`src/rtl/morse_pkg.sv`:
```
// Shared Morse definitions: ASCII constants, received-symbol layout and the
// pattern-to-ASCII lookup used by the decoder (and any future encoder).
package morse_pkg;

    localparam logic [7:0] ASCII_SPACE = 8'h20;
    localparam logic [7:0] ASCII_NUL   = 8'h00;

    typedef struct packed {
        logic       space;
        logic [4:0] elems;
    } morse_sym_t;

    // Returns ASCII_NUL for any unassigned pattern; elems bit0 is the first element, 1 = dash.
    function automatic logic [7:0] morse_lookup(input logic [2:0] len, input logic [4:0] elems);
        logic [4:0] p;
        p = elems & ((5'd1 << len) - 5'd1);
        morse_lookup = ASCII_NUL;
        case (len)
            3'd1: case (p)
                5'd0:    morse_lookup = "E";
                5'd1:    morse_lookup = "T";
                default: morse_lookup = ASCII_NUL;
            endcase
            3'd2: case (p)
                5'd0:    morse_lookup = "I";
                5'd1:    morse_lookup = "N";
                5'd2:    morse_lookup = "A";
                5'd3:    morse_lookup = "M";
                default: morse_lookup = ASCII_NUL;
            endcase
            3'd3: case (p)
                5'd0:    morse_lookup = "S";
                5'd1:    morse_lookup = "D";
                5'd2:    morse_lookup = "R";
                5'd3:    morse_lookup = "G";
                5'd4:    morse_lookup = "U";
                5'd5:    morse_lookup = "K";
                5'd6:    morse_lookup = "W";
                5'd7:    morse_lookup = "O";
                default: morse_lookup = ASCII_NUL;
            endcase
            3'd4: case (p)
                5'd0:    morse_lookup = "H";
                5'd1:    morse_lookup = "B";
                5'd2:    morse_lookup = "L";
                5'd3:    morse_lookup = "Z";
                5'd4:    morse_lookup = "F";
                5'd5:    morse_lookup = "C";
                5'd6:    morse_lookup = "P";
                5'd8:    morse_lookup = "V";
                5'd9:    morse_lookup = "X";
                5'd11:   morse_lookup = "Q";
                5'd13:   morse_lookup = "Y";
                5'd14:   morse_lookup = "J";
                default: morse_lookup = ASCII_NUL;
            endcase
            3'd5: case (p)
                5'd31:   morse_lookup = "0";
                5'd30:   morse_lookup = "1";
                5'd28:   morse_lookup = "2";
                5'd24:   morse_lookup = "3";
                5'd16:   morse_lookup = "4";
                5'd0:    morse_lookup = "5";
                5'd1:    morse_lookup = "6";
                5'd3:    morse_lookup = "7";
                5'd7:    morse_lookup = "8";
                5'd15:   morse_lookup = "9";
                default: morse_lookup = ASCII_NUL;
            endcase
            default: morse_lookup = ASCII_NUL;
        endcase
    endfunction

endpackage

```
`src/rtl/sync_fifo.sv`:
```
// Parameterised synchronous FIFO with occupancy count and an EMPTY/HOLD/FULL
// state register; the head word reads as zero while empty.
module sync_fifo #(
    parameter int unsigned WIDTH = 8,
    parameter int unsigned DEPTH = 8
) (
    input  logic                     clk,
    input  logic                     reset,
    input  logic                     push,
    input  logic [WIDTH-1:0]         wdata,
    input  logic                     pop,
    output logic [WIDTH-1:0]         rdata,
    output logic                     valid,
    output logic                     full,
    output logic [$clog2(DEPTH):0]   count
);

    localparam int unsigned PW = $clog2(DEPTH);
    localparam int unsigned CW = PW + 1;

    typedef enum logic [1:0] {StEmpty, StHold, StFull} state_e;

    state_e            state_q, state_d;
    logic [WIDTH-1:0]  mem [DEPTH];
    logic [PW-1:0]     wr_ptr, rd_ptr;
    logic [CW-1:0]     count_q, count_d;
    logic              push_ok, pop_ok;

    assign pop_ok  = pop && (state_q != StEmpty);
    // At full a push only proceeds when a pop frees the head slot in the same cycle.
    assign push_ok = push && ((state_q != StFull) || pop_ok);

    always_comb begin
        state_d = state_q;
        case (state_q)
            StEmpty: if (push_ok) state_d = StHold;
            StHold: begin
                if (pop_ok && !push_ok && count_q == CW'(1)) begin
                    state_d = StEmpty;
                end else if (push_ok && !pop_ok && count_q == CW'(DEPTH - 1)) begin
                    state_d = StFull;
                end
            end
            StFull:  if (pop_ok && !push_ok) state_d = StHold;
            default: state_d = StEmpty;
        endcase
    end

    always_comb begin
        count_d = count_q;
        case ({push_ok, pop_ok})
            2'b10:   count_d = count_q + CW'(1);
            2'b01:   count_d = count_q - CW'(1);
            default: count_d = count_q;
        endcase
    end

    always_ff @(posedge clk or posedge reset) begin
        if (reset) begin
            state_q <= StEmpty;
            count_q <= '0;
            wr_ptr  <= '0;
            rd_ptr  <= '0;
        end else begin
            state_q <= state_d;
            count_q <= count_d;
            if (push_ok) wr_ptr <= wr_ptr + PW'(1);
            if (pop_ok)  rd_ptr <= rd_ptr + PW'(1);
        end
    end

    always_ff @(posedge clk) begin
        if (push_ok) mem[wr_ptr] <= wdata;
    end

    assign valid = (state_q != StEmpty);
    assign full  = (state_q == StFull);
    assign rdata = valid ? mem[rd_ptr] : '0;
    assign count = count_q;

endmodule

```
`src/rtl/morse_char_decode.sv`:
```
// Captures received Morse symbols, decodes them to ASCII with space collapsing,
// and buffers the bytes on a ready/valid stream; drops are flagged, never stalled.
module morse_char_decode
    import morse_pkg::*;
#(
    parameter int unsigned FIFO_DEPTH   = 8,
    parameter logic [7:0]  UNKNOWN_CHAR = 8'h3F
) (
    input  logic                          clk_100MHz,
    input  logic                          reset,
    input  logic [5:0]                    char_data,
    input  logic [2:0]                    char_len,
    input  logic                          char_valid,
    output logic [7:0]                    ascii_data,
    output logic                          ascii_valid,
    input  logic                          ascii_ready,
    output logic [$clog2(FIFO_DEPTH):0]   fifo_count,
    output logic                          overflow
);

    morse_sym_t cap_sym;
    logic [2:0] cap_len;
    logic       cap_valid;
    logic       last_was_space;
    logic [7:0] lookup_char;
    logic [7:0] decoded;
    logic       discard;
    logic       write;
    logic       fifo_full;

    always_ff @(posedge clk_100MHz or posedge reset) begin
        if (reset) begin
            cap_valid <= 1'b0;
            cap_sym   <= '0;
            cap_len   <= '0;
        end else begin
            cap_valid <= char_valid;
            if (char_valid) begin
                cap_sym <= morse_sym_t'(char_data);
                cap_len <= char_len;
            end
        end
    end

    assign lookup_char = morse_lookup(cap_len, cap_sym.elems);
    assign decoded     = cap_sym.space ? ASCII_SPACE
                       : (lookup_char == ASCII_NUL) ? UNKNOWN_CHAR : lookup_char;
    assign discard     = cap_sym.space && last_was_space;
    assign write       = cap_valid && !discard;

    // A dropped character still counts as written for the space-collapse history.
    always_ff @(posedge clk_100MHz or posedge reset) begin
        if (reset) begin
            last_was_space <= 1'b1;
            overflow       <= 1'b0;
        end else begin
            if (write) last_was_space <= cap_sym.space;
            if (write && fifo_full && !ascii_ready) overflow <= 1'b1;
        end
    end

    sync_fifo #(
        .WIDTH (8),
        .DEPTH (FIFO_DEPTH)
    ) u_fifo (
        .clk   (clk_100MHz),
        .reset (reset),
        .push  (write),
        .wdata (decoded),
        .pop   (ascii_ready),
        .rdata (ascii_data),
        .valid (ascii_valid),
        .full  (fifo_full),
        .count (fifo_count)
    );

endmodule

```
`config.mk`:
```
export PLATFORM = sky130hd
export DESIGN_NAME = morse_char_decode
export DESIGN_NICKNAME = d
export VERILOG_FILES = /design/src/rtl/morse_pkg.sv /design/src/rtl/sync_fifo.sv /design/src/rtl/morse_char_decode.sv
export SDC_FILE = /design/constraint.sdc
export NUM_CORES = 1
export LEC_CHECK = 0
export ABC_CLOCK_PERIOD_IN_PS = 4200
export BUFFER_PORTS_ARGS = -buffer_cell sky130_fd_sc_hd__buf_2
export CAP_MARGIN = 20
export CORE_UTILIZATION = 35
export CTS_CLUSTER_DIAMETER = 40
export DETAILED_ROUTE_END_ITERATION = 8
export MAX_ROUTING_LAYER = met4
export PLACE_DENSITY = 0.62
export SYNTH_ARGS = -nofsm -noshare
export SYNTH_HDL_FRONTEND = slang
export SYNTH_HIERARCHICAL = 1
export SYNTH_SLANG_ARGS = --single-unit
export TNS_END_PERCENT = 5
```
`constraint.sdc`:
```
create_clock -name clk_100MHz -period 4.2 [get_ports clk_100MHz]
set_input_delay 0.63 -clock clk_100MHz [delete_from_list [all_inputs] [get_ports clk_100MHz]]
set_output_delay 0.63 -clock clk_100MHz [all_outputs]
set_load 0.02 [all_outputs]
```
# After elaboration in Yosys (flattened, before gate mapping)
# Memories as Yosys holds them, arrays and structs flattened.
# Index checks and enable logic that the tools add are counted.
[op_classes] n_reduce_logical=22 bitwise=1 add_sub_neg=5 n_shift=1 muxes=16 n_eq_ne=18
[ops] cell="$mux W8" n=5
[ops] cell="$pmux W8 S5" n=1
[ops] cell="$pmux W7 S4" n=1
[ops] cell="$pmux W7 S2" n=1
[ops] cell="$eq A5 B2 Y1 const B" n=2
[ops] cell="$logic_and A1 B1 Y1" n=10
[ops] cell="$logic_not A8 Y1" n=1
[ops] cell="$mux W2" n=4
[ops] cell="$pmux W4 S2" n=1
[ops] cell="$add A3 B1 Y3 const B" n=2
[ops] cell="$eq A3 B2 Y1 const B" n=2
[ops] cell="$eq A3 B3 Y1 const B" n=2
[ops] cell="$pmux W2 S3" n=1
[ops] cell="$and A5 B5 Y5" n=1
[ops] cell="$eq A5 B1 Y1 const B" n=1
[ops] cell="$logic_not A5 Y1" n=1
[ops] cell="$shl A1 B3 Y5 const A" n=1
[ops] cell="$sub A5 B1 Y5 const B" n=1
[ops] cell="$add A4 B1 Y4 const B" n=1
[ops] cell="$eq A2 B1 Y1 const B" n=2
[ops] cell="$eq A2 B2 Y1 const B" n=2
[ops] cell="$eq A4 B1 Y1 const B" n=1
[ops] cell="$eq A4 B3 Y1 const B" n=1
[ops] cell="$logic_not A1 Y1" n=4
[ops] cell="other kinds (10)" n=14
[word_totals] input_bits=13 output_inout_bits=14 wordCells=77 n_memories=4 rom_bits=328 reg_bits=24 mem_bits_rw=64
[memory_table] memory="(no name shown)" words=32 width=6 rd=1 rd_clocked_by_memory_dff=0 wr=0 line_no="morse_pkg.sv:57" text="3'd5: case (p)"
[memory_table] memory="(no name shown)" words=16 width=6 rd=1 rd_clocked_by_memory_dff=0 wr=0 line_no="morse_pkg.sv:42" text="3'd4: case (p)"
[memory_table] memory="u_fifo.mem" words=8 width=8 rd=1 rd_clocked_by_memory_dff=0 wr=1 line_no="sync_fifo.sv:24" text="logic [WIDTH-1:0] mem [DEPTH];"
[memory_table] memory="(no name shown)" words=8 width=5 rd=1 rd_clocked_by_memory_dff=0 wr=0 line_no="morse_pkg.sv:31" text="3'd3: case (p)"

# Depth between registers and ports, before layout
[logic_depth] ltp_word=9 depth_mapped=14 ltp_nobuf=12

# Hierarchy
# The synthesis kept the hierarchy.
[modules_own_cells] module="sync_fifo" seq_area_each_um2=2222.1 area_per_inst_um2=3300.7 n_inst=1 cells_each=230
[modules_own_cells] module="morse_char_decode" seq_area_each_um2=301.5 area_per_inst_um2=1497.7 n_inst=1 cells_each=172

# Worst setup path before layout
# OpenSTA, ideal clock, no wires.
[synth_path] kind="register to register" from="register cap_len[2]" to="memory u_fifo.mem[0][3] (data pin)" slack_ns=0.813 setup_ns=0.282 period_less_slack_ns=3.387 required_time_ns=3.918 path_buffers=2 arrival_time_ns=3.106 stages_incl_launch_ff=13 cell_sequence="dfrtp_1 -> buf_6 -> inv_1 -> ha_1 -> nand2b_1 -> inv_1 -> ha_1 -> buf_12 -> mux4_2 -> a221o_1 -> a21oi_2 -> nand2_2 -> o32ai_1"
[synth_between] elab_chain_len=9 word_cells_on_any_way=24 classes_between="1 x add/sub; 8 x eq/ne; 1 x shift; 7 x mux; 1 x bitwise; 3 x reduce/logical; 3 x memory"
[synth_rtl] item="from (decl)" line_no="morse_char_decode.sv:22" text="logic [2:0] cap_len;"
[synth_rtl] item="from (signal assigned)" line_no="morse_char_decode.sv:40" text="cap_len <= char_len;"
[synth_rtl] item="$shl A1 B3 Y5" line_no="morse_pkg.sv:16" text="p = elems & ((5'd1 << len) - 5'd1);"
[synth_rtl] item="$sub A5 B1 Y5" line_no="morse_pkg.sv:16"
[synth_rtl] item="$and A5 B5 Y5" line_no="morse_pkg.sv:16"
[synth_rtl] item="$mem_v2 Z16 W6 (tied with other cells)"
[synth_rtl] item="$mux W8 (tied with other cells)" line_no="morse_pkg.sv:42"
[synth_rtl] item="$pmux W8 S5 *" line_no="morse_pkg.sv:18" text="case (len)"
[synth_rtl] item="$logic_not A8 Y1" line_no="morse_char_decode.sv:47" text=": (lookup_char == ASCII_NUL) ? UNKNOWN_CHAR : lookup_char;"
[synth_rtl] item="$mux W8 *" line_no="morse_char_decode.sv:47"
[synth_rtl] item="$mux W8 *" line_no="morse_char_decode.sv:46" text="assign decoded = cap_sym.space ? ASCII_SPACE"
[synth_rtl] item="named net decoded[3]" line_no="morse_char_decode.sv:26" text="logic [7:0] decoded;"
[synth_rtl] item="to (decl)" line_no="sync_fifo.sv:24"
# The timed path passes the listed nets; every way through them passes the cells marked *.

# Worst setup path in the final report
[layout_path] from="register cap_len[2]" to="memory u_fifo.mem[0][0] (data pin)"
# The elaborated chain is that of the path after synthesis.

==> reports/qor.csv <==
stage,metric,value,unit
yosys,Async SR Flop Fraction,27.27,%
die,IO Pins,27,
cts,post-CTS setup buffers,0,
sta,final worst-path cycle share,85.72,%
sta,fin worst setup slack,0.5996,ns
yosys,sequential area share after synthesis,52.59,%
worst_setup_path,CP max-delay cell,mux4_2,
worst_setup_path,Critical R2R Launch,cap_len[2]$_DFFE_PP0P_,
layout,"commonest non-fill, non-tap cell in the layout",edfxtp_1,
place,post-DP HPWL,7276,µm
yosys,synthesized flop and latch total,88,
place,quantity of I/O buffers inserted on ports,26,
layout,antenna cells,0,
routing,Detailed Route WL,10260,µm
cts,cts hold-fix bufs,0,
die,Core Rows,42,
sta,Setup Viol. Count Final,0,
cts,clk sinks,88,
yosys,main combinational cell family by area after synthesis,compound AO/OA/AOI/OAI gates,
routing,post-route DRC violation count,0,
power_and_ir_drop,maximum VDD drop,195.1,µV
die,initial core utilization,36.09,%
place,gp weighted congestion,0.8891,
worst_setup_path,Worst EP arrival,3.67,ns
grt,initial antenna violation count,0,
worst_setup_path,Critical Path Sink,u_fifo/mem[0][0]$_DFFE_PP_,
layout,ratio of cells with drive above 1 in the final layout,20.18,%
layout,Final Non-Filler Cells,612,
cts,CTS H-tree lvls,3,
worst_setup_path,worst reg-to-reg path cell count,10,
layout,most frequent cells in the layout,"edfxtp_1, nand2_1, buf_2",
worst_setup_path,Worst Path Required,4.27,ns
worst_setup_path,CP Class,reg2reg,
yosys,Post-synth top flop,edfxtp_1,
grt,first-pass GRT wire length,16600,µm
yosys,Synth Instances,402,
yosys,Post-Synth Adder-Cell Area,3.651,%
die,die extent in x,119.1,µm
worst_setup_path,critical path cell sequence,inv_1 -> ha_1 -> nand2b_1 -> inv_1 -> ha_1 -> mux4_2 -> a221o_1 -> a21oi_2 -> nand3_1 -> o22ai_1,
power_and_ir_drop,power per cell area,592.2,nW/µm²
sta,relative slew slack,35.28,%
power_and_ir_drop,Leakage,2.015,nW
run_status,status,completed,
routing,Final ANT Viol Nets,0,
cts,maximum clock path buffer count,2,
yosys,post-synthesis cell area,4798,µm²
yosys,YS warnings,6,
run,Max Cap Viol,0,
yosys,number of flops mapped to enable cells by yosys,64,
worst_setup_path,"reg-to-reg slack, setup",0.60,ns
sta,RSZ-0062 raised after global routing,false,
die,core area,13300,µm²
die,die area,14180,µm²
worst_setup_path,crit start category,flip-flop,
layout,FILL cells,1273,
worst_setup_path,crit path from,cap_len[2]$_DFFE_PP0P_,
sta,clk_skew,0.01180,ns
grt,Total GRT Usage,15.92,%
sta,Period minus WS final,3.600,ns
layout,Layout Nets,458,
worst_setup_path,Reg-to-Reg End,u_fifo/mem[0][0]$_DFFE_PP_,
place,Inst Count DP,596,
yosys,Mapped Avg Cell Area,11.94,µm²
worst_setup_path,Critical Path Fanout Max,12,
sta,Hold Fails Final Rpt,0,
cts,"Clk pin slew, worst setup/hold paths",0.07,ns
die,Die Ht,119.1,µm
sta,max-slew violations,0,
grt,number of global-route vias before repair,3166,
routing,Via-to-Cell Ratio,5.257,
grt,largest net degree at the start of global routing,33,
yosys,Compound-Gate Fraction of Synth Area,14.84,%
cts,CTS buffer count,9,
routing,detailed router's first-iteration violation count,162,
yosys,post-synthesis xor/xnor area fraction,1.460,%
layout,P&R area growth vs syn,11.26,%
worst_setup_path,CP Capture Type,flip-flop,
sta,final setup TNS,0,ns
cts,Root Driver,clkbuf_16,
cts,Clock Latency Late Sink,0.34,ns
cts,TritonCTS clock tree,done,
yosys,simple-gate portion of the synthesized area,14.71,%
sta,Fmax,277.7,MHz
yosys,Yosys cell types,73,
routing,Wirelength per Cell,16.76,µm
routing,via count,3217,
worst_setup_path,CP peak stage delay,0.50,ns
cts,cts repair resizes,0,
routing,DR pass1 iterations,4,
yosys,mux cell area share after synthesis,7.458,%
place,pre-CTS setup slack,0.6305,ns
hold_path,Worst Hold Class,in2async,
sta,Worst Tran Pin Value,0.9708,ns
grt,gr ovfl total,0,
==> worst max-delay path, delay by kind of cell (launching register included) <==
family | cells | cell delay (ns)
AO/OA/AOI/OAI | 3 | 1.02
adder cells (fa/ha/maj) | 2 | 0.65
buffers and inverters | 2 | 0.33
flip-flops | 1 | 0.48
multiplexers | 1 | 0.50
AND/OR/NAND/NOR | 2 | 0.35
==> stage by stage <==
step,total power [mW],area [µm²],hold WS [ns],util (%)
finish,3.162,5339,0.3027,40.16
global route,3.356,5339,0.3454,40.16
CTS,3.192,5339,0.3062,40.16
detailed placement,2.451,5067,0.4706,38.11
global placement,2.426,5067,0.4499,38.11
floorplan,2.122,4825,0.4818,-
==> power by group <==
part           internal [mW]  total (mW)  switching (mW)  leakage [nW]
clock network          0.403       0.732           0.329         0.131
registers               1.12        1.31           0.184         0.869
logic                  0.455        1.12           0.670          1.02
==> cells in the mapped netlist, types with 11 or more instances <==
library cell  instances  share of area, %
a211oi_1             11               1.7
a21oi_1              11               1.1
dfrtp_1              23                12
edfxtp_1             64                40
ha_1                 14               3.7
inv_1                18               1.4
mux2_2               11               2.6
mux2i_1              20               4.2
nand2_1              29               2.3
nand3_1              13               1.4
nor2_1               16               1.3
nor2b_1              20               2.6
o21ai_0              12               1.3
==> state kept, by name (all words and copies together) (netlist names) <==
signal,cells
u_fifo/state_q,2
u_fifo/rd_ptr,3
cap_sym,6
u_fifo/count,4
overflow,1
cap_len,3
last_was_space,1
cap_valid,1
u_fifo/wr_ptr,3
u_fifo/mem,64
==> layer usage <==
layer	part of all wire [%]	global-route usage, %	vias to the layer above
li1	-	-	1579
met1	46	19.02	1540
met4	3.5	8.149	0
met5	0	-	-
met2	48	24.78	69
met3	2.8	4.119	29
==> cell type report <==
type	count	area (µm²)	area share (%)
timing repair buffer	36	205.2	3.843
inverter	18	67.56	1.266
clock buffer	10	229.0	4.289
clock inverter	6	42.54	0.7968
sequential	88	2524	47.27
multi-input combinational	278	2051	38.41
tap	176	220.2	4.125
==> worst min path at each step <==
stage | endpoint | depth (start not counted)
CTS | cap_sym[3]$_DFFE_PP0P_ | 2
finish | cap_len[0]$_DFFE_PP0P_ | 2
detailed placement | overflow$_DFFE_PP0P_ | 1
floorplan | cap_sym[1]$_DFFE_PP0P_ | 1
global route | cap_sym[3]$_DFFE_PP0P_ | 2
global placement | overflow$_DFFE_PP0P_ | 1
==> kinds of logic after synthesis <==
group | count (synthesis)
xor+xnor | 8
simple gates | 125
fa+ha+maj | 14
other cells | 1
mux | 33
flops | 88
buf+inv | 43
compound gates | 90
Note: power is estimated with default switching activity, not from simulation.
